### config.mk
export PLATFORM = sky130hd
export DESIGN_NAME = fifo2axi_reader
export DESIGN_NICKNAME = d
export VERILOG_FILES = /design/src/rtl/fifo2axi_reader.sv
export SDC_FILE = /design/constraint.sdc
export NUM_CORES = 1
export LEC_CHECK = 0
export CORE_UTILIZATION = 33
export DETAILED_ROUTE_END_ITERATION = 12
export GPL_ROUTABILITY_DRIVEN = 1
export PLACE_DENSITY_LB_ADDON = 0.15
export SYNTH_ARGS = -nofsm -noshare
export SYNTH_HDL_FRONTEND = slang
export SYNTH_SLANG_ARGS = --single-unit
### constraint.sdc
create_clock -name s_axi_aclk -period 3.4 [get_ports s_axi_aclk]
set_input_delay 0.68 -clock s_axi_aclk [delete_from_list [all_inputs] [get_ports s_axi_aclk]]
set_output_delay 0.68 -clock s_axi_aclk [all_outputs]
set_load 0.02 [all_outputs]
### src/rtl/fifo2axi_reader.sv
// Read-only AXI4 slave that drains a standard (non-FWFT) FIFO into AXI4 read bursts.
// Address 0x00 pops the FIFO once per beat; address 0x10 returns a {full, empty} status word.
module fifo2axi_reader #(
    parameter int AXI_ADDR_WIDTH = 6,
    parameter int AXI_DATA_WIDTH = 128,
    parameter int AXI_ID_WIDTH   = 16,
    parameter int AXI_SIZE_LOG2  = 4
) (
    input  logic                      s_axi_aclk,
    input  logic                      s_axi_aresetn,
    input  logic [AXI_ADDR_WIDTH-1:0] s_axi_araddr,
    input  logic [1:0]                s_axi_arburst,
    input  logic [2:0]                s_axi_arsize,
    input  logic [7:0]                s_axi_arlen,
    input  logic [AXI_ID_WIDTH-1:0]   s_axi_arid,
    input  logic                      s_axi_arvalid,
    output logic                      s_axi_arready,
    output logic [AXI_ID_WIDTH-1:0]   s_axi_rid,
    output logic [AXI_DATA_WIDTH-1:0] s_axi_rdata,
    output logic [1:0]                s_axi_rresp,
    output logic                      s_axi_rvalid,
    output logic                      s_axi_rlast,
    input  logic                      s_axi_rready,
    output logic                      fifo_rd_en,
    input  logic [AXI_DATA_WIDTH-1:0] fifo_dout,
    input  logic                      fifo_empty,
    input  logic                      fifo_full
);

    typedef enum logic [1:0] {
        ST_IDLE    = 2'd0,
        ST_ISSUE   = 2'd1,
        ST_CAPTURE = 2'd2,
        ST_DATA    = 2'd3
    } state_t;

    localparam logic [AXI_ADDR_WIDTH-1:0] ADDR_FIFO   = AXI_ADDR_WIDTH'(8'h00);
    localparam logic [AXI_ADDR_WIDTH-1:0] ADDR_STATUS = AXI_ADDR_WIDTH'(8'h10);
    localparam logic [1:0]                RESP_OKAY   = 2'b00;
    localparam logic [1:0]                RESP_SLVERR = 2'b10;

    function automatic logic addr_legal(input logic [AXI_ADDR_WIDTH-1:0] a);
        return (a == ADDR_FIFO) || (a == ADDR_STATUS);
    endfunction

    state_t                    state_r;
    state_t                    state_nxt_s;
    logic [AXI_ADDR_WIDTH-1:0] addr_r;
    logic [7:0]                len_r;
    logic [7:0]                cnt_r;
    logic                      err_r;
    logic                      popped_r;
    logic                      arready_r;
    logic [AXI_ID_WIDTH-1:0]   rid_r;
    logic [AXI_DATA_WIDTH-1:0] rdata_r;
    logic [1:0]                rresp_r;
    logic                      rvalid_r;
    logic                      rlast_r;

    logic                      ar_hs_s;
    logic                      r_hs_s;
    logic                      rd_en_s;
    logic [AXI_DATA_WIDTH-1:0] status_s;
    logic [AXI_DATA_WIDTH-1:0] cap_data_s;
    logic [1:0]                cap_resp_s;
    logic                      unused_s;

    // Burst type is irrelevant: every beat targets the same register.
    assign unused_s = ^s_axi_arburst;

    assign ar_hs_s = (state_r == ST_IDLE) & s_axi_arvalid & arready_r;
    assign r_hs_s  = (state_r == ST_DATA) & rvalid_r & s_axi_rready;

    // Pop strobe: at most one per beat, only in the single ISSUE cycle.
    always_comb begin
        rd_en_s = 1'b0;
        if ((state_r == ST_ISSUE) && (addr_r == ADDR_FIFO) && !err_r && !fifo_empty) begin
            rd_en_s = 1'b1;
        end else begin
            rd_en_s = 1'b0;
        end
    end

    // Beat payload selection; empty FIFO reads answer SLVERR rather than stalling.
    always_comb begin
        status_s      = '0;
        status_s[1:0] = {fifo_full, fifo_empty};
        cap_data_s    = '0;
        cap_resp_s    = RESP_OKAY;
        if (popped_r) begin
            cap_data_s = fifo_dout;
        end else if ((addr_r == ADDR_STATUS) && !err_r) begin
            cap_data_s = status_s;
        end else begin
            cap_data_s = '0;
        end
        if (err_r || ((addr_r == ADDR_FIFO) && !popped_r)) begin
            cap_resp_s = RESP_SLVERR;
        end else begin
            cap_resp_s = RESP_OKAY;
        end
    end

    // Next-state logic for the per-beat sequence.
    always_comb begin
        state_nxt_s = state_r;
        case (state_r)
            ST_IDLE: begin
                if (ar_hs_s) begin
                    state_nxt_s = ST_ISSUE;
                end else begin
                    state_nxt_s = ST_IDLE;
                end
            end
            ST_ISSUE:   state_nxt_s = ST_CAPTURE;
            ST_CAPTURE: state_nxt_s = ST_DATA;
            ST_DATA: begin
                if (r_hs_s) begin
                    state_nxt_s = rlast_r ? ST_IDLE : ST_ISSUE;
                end else begin
                    state_nxt_s = ST_DATA;
                end
            end
            default:    state_nxt_s = ST_IDLE;
        endcase
    end

    // State register.
    always_ff @(posedge s_axi_aclk or negedge s_axi_aresetn) begin
        if (!s_axi_aresetn) begin
            state_r <= ST_IDLE;
        end else begin
            state_r <= state_nxt_s;
        end
    end

    // Request latch, beat counter and registered R-channel outputs.
    always_ff @(posedge s_axi_aclk or negedge s_axi_aresetn) begin
        if (!s_axi_aresetn) begin
            addr_r    <= '0;
            len_r     <= 8'd0;
            cnt_r     <= 8'd0;
            err_r     <= 1'b0;
            popped_r  <= 1'b0;
            arready_r <= 1'b0;
            rid_r     <= '0;
            rdata_r   <= '0;
            rresp_r   <= 2'b00;
            rvalid_r  <= 1'b0;
            rlast_r   <= 1'b0;
        end else begin
            arready_r <= (state_nxt_s == ST_IDLE);
            if (ar_hs_s) begin
                addr_r <= s_axi_araddr;
                len_r  <= s_axi_arlen;
                rid_r  <= s_axi_arid;
                cnt_r  <= 8'd0;
                err_r  <= (s_axi_arsize != 3'(AXI_SIZE_LOG2)) | !addr_legal(s_axi_araddr);
            end
            if (state_r == ST_ISSUE) begin
                popped_r <= rd_en_s;
            end
            if (state_r == ST_CAPTURE) begin
                rdata_r  <= cap_data_s;
                rresp_r  <= cap_resp_s;
                rlast_r  <= (cnt_r == len_r);
                rvalid_r <= 1'b1;
            end else if (r_hs_s) begin
                rvalid_r <= 1'b0;
                if (!rlast_r) begin
                    cnt_r <= cnt_r + 8'd1;
                end
            end
        end
    end

    assign s_axi_arready = arready_r;
    assign s_axi_rid     = rid_r;
    assign s_axi_rdata   = rdata_r;
    assign s_axi_rresp   = rresp_r;
    assign s_axi_rvalid  = rvalid_r;
    assign s_axi_rlast   = rlast_r;
    assign fifo_rd_en    = rd_en_s;

endmodule
==> flow_metrics.py <==
metrics = {
    "drt": {
        "drt_iter0_drc": 300,
        "wl_per_cell_um": 15.8,
        "routed_wl_um": 21500,
        "post_drt_via_cell_ratio": 4.57,
        "first_pass_iters": 4,
        "ant_nets": 0,
        "drc_errors": 0,
        "via_count": 6206,
    },
    "synthesis": {
        "syn_inst": 779,
        "syn_nets": 949,
        "syn_avg_cell_area_um2": 9.06,
        "synthFlopType": "dfrtp_1",
        "yosysSeqAreaShare": 0.617,
        "ys_ff_latch": 174,
        "async_flop_share": 1.00,
        "netlist_area_um2": 7060,
        "ys_types": 31,
        "synth_edf_count": 0,
        "yosysWarnings": 0,
    },
    "global_route": {
        "first_global_vias": 6156,
        "grtUsageTotal": 0.200,
        "grt_remaining_overflow": 0,
        "grt_pass1_wl_um": 34200,
        "grt_max_degree": 71,
        "antenna_found_initial": 0,
    },
    "pwr": {
        "clockPowerShare": 0.214,
        "peakVddDrop_v": 0.000340,
        "comb_power_share": 0.413,
        "power_switching_share": 0.390,
        "leakagePower_nw": 5.32,
        "seqPwrFrac": 0.374,
        "p_int_mw": 5.20,
        "finalPower_mw": 8.52,
        "p_per_area_nw_per_um2": 776,
        "p_sw_mw": 3.32,
    },
    "sta": {
        "slew_viol_final": 0,
        "relSlewSlack": 0.484,
        "final_hold_viol_count": 0,
        "worst_pin_slew_ps": 774,
        "fmax_mhz": 340,
        "skew_ps": 9.65,
        "finalSetupTns_ps": 0,
        "finalCritPeriodShare": 0.865,
        "setup_viol": 0,
        "post-route-min-period_ps": 2940,
        "rsz0062_at_grt": "no",
    },
    "critical_path": {
        "timing.rr.end": "s_axi_rdata[42]",
        "crit-reg2reg-launch": "popped_r",
        "reg2reg_slack_ps": 1420,
        "critPathKind": "reg2out",
        "critPathArrivalTime_ps": 2260,
        "cp-start-kind": "flip-flop",
        "worstPathMaxFanout": 3,
        "crit_path_end_kind": "output port",
        "r2r_cells": 3,
        "critPathLaunch": "addr_r[1]",
        "cp.required_ps": 2720,
    },
    "clock_network": {
        "cts.sinks": 174,
        "numCtsBuffers": 17,
        "cts_tree": "built",
        "cts_resized": 0,
        "cts-root-buf": "clkbuf_16",
        "clockBufferDepth": 2,
        "clkLatencyLatePin_ps": 420,
        "ctsHoldBuffers": 0,
        "path_clk_slew_ps": 70,
        "post-cts-setup-buffer-count": 0,
        "h-tree-depth": 4,
    },
    "final_layout": {
        "seq_area_um2": 4360,
        "final_cell_area_um2": 11000,
        "utilization": 0.522,
        "layout-drive-gt1-share": 0.0443,
        "syn2layout_area_growth_pct": 55.6,
        "antenna_cells": 0,
        "final_cell_mix": "nand2_1 (358), clkdlybuf4s50_1 (314), dfrtp_1 (173)",
        "finalNetCount": 1241,
        "fill_cells": 1957,
        "layout_commonest_cell": "nand2_1",
        "multiInputGateArea_um2": 2470,
    },
    "placed_design": {
        "place_area_um2": 10400,
        "dp_hpwl_um": 14800,
        "finalWeightedCongestion": 0.771,
        "port_buffers": 315,
    },
    "floorplanning": {
        "io_pins": 319,
        "start_util": 0.336,
        "die_h_um": 148,
        "core_region_area_um2": 21000,
        "die_area_um2": 22000,
        "die_w_um": 148,
        "rows": 53,
    },
    "min_path": {
        "hp-class": "in2async",
    },
    "flow_run": {
        "cap_violations": 0,
    },
    "status": {
        "status": "completed",
    },
}
==> cell type report <==
class                   instances  area share
clock buffers                  19      0.0394
clock inverters                13     0.00969
inverters                       1    0.000342
multi-input cells             550       0.225
flip-flops and latches        174       0.397
well taps                     275      0.0313
repair buffers                327       0.298
==> cells in the mapped netlist (all sizes together) (2+ instances only) <==
master,number,area share
mux2i,5,0.0071
dfrtp,174,0.62
a21oi,6,0.0043
nand2b,3,0.0027
o21ai,3,0.0021
nand2,358,0.19
buf,30,0.024
a31oi,2,0.0018
nand3,126,0.089
clkbuf,24,0.013
nor4,4,0.0035
nor2,9,0.0048
a32oi,2,0.0025
nor3,3,0.0021
nor4b,2,0.0025
or3,3,0.0027
nand4,6,0.0074
xnor2,8,0.0099
==> power groups by stage <==
stage	Combinational [mW]	Clock (mW)	Sequential, mW
6_report	3.52	1.82	3.18
5_1_grt	3.81	1.98	3.28
3_3_place_gp	3.56	0	3.21
2_1_floorplan	1.10	0	3.84
3_5_place_dp	3.57	0	3.23
4_1_cts	3.57	1.88	3.19
==> worst max-delay path by stage <==
| stage | end | slack, ps | cells past startpoint |
|---|---|---|---|
| final | fifo_rd_en | 460 | 4 |
| after floorplan | fifo_rd_en | 1230 | 3 |
| after global routing | fifo_rd_en | 320 | 4 |
| after CTS | fifo_rd_en | 440 | 4 |
| after detailed placement | fifo_rd_en | 660 | 3 |
| after global placement | fifo_rd_en | 640 | 3 |
==> routing by layer <==
layer | vias up | routed length [um] | track usage
li1 | 3097 | - | -
met3 | 25 | 1710 | 0.0506
met1 | 2857 | 9380 | 0.266
met4 | 0 | 358 | 0.0644
met2 | 227 | 10100 | 0.319
met5 | - | 0 | 0
==> logic make-up after synthesis <==
family                     count (synthesis)  share of synthesized area
DFF                                      174                      0.617
muxes                                      5                    0.00709
other                                      1                   0.000531
xor gates and xnor gates                   8                    0.00993
adders and majority gates                  1                    0.00177
buffers and inverters                     55                     0.0378
and+or+nand+nor                          520                      0.313
AOI/OAI and AO/OA                         15                     0.0129
==> sequential cells by signal, summed over array words and instances (netlist names) <==
signal and count:
addr_r 6, cnt_r 8, err_r 1, len_r 8, popped_r 1, s_axi_arready 1
s_axi_rdata 128, s_axi_rid 16, s_axi_rlast 1, s_axi_rresp 1, s_axi_rvalid 1, state_r 2
==> metrics by stage <==
step | hold slack, ps | std cells | setup WS [ps]
floorplan | 384 | 779 | 1230
finish | 223 | 1359 | 458
global route | 273 | 1359 | 324
CTS | 249 | 1359 | 444
global placement | 449 | 1327 | 641
detailed placement | 454 | 1327 | 661
==> worst max-delay path: stages, from the launching register on <==
cell and delay (ps):
dfrtp_1 390, nor4_1 400, nand2_1 150, nor4_1 240, clkdlybuf4s50_1 670
Power figures use the tool's default switching activity.
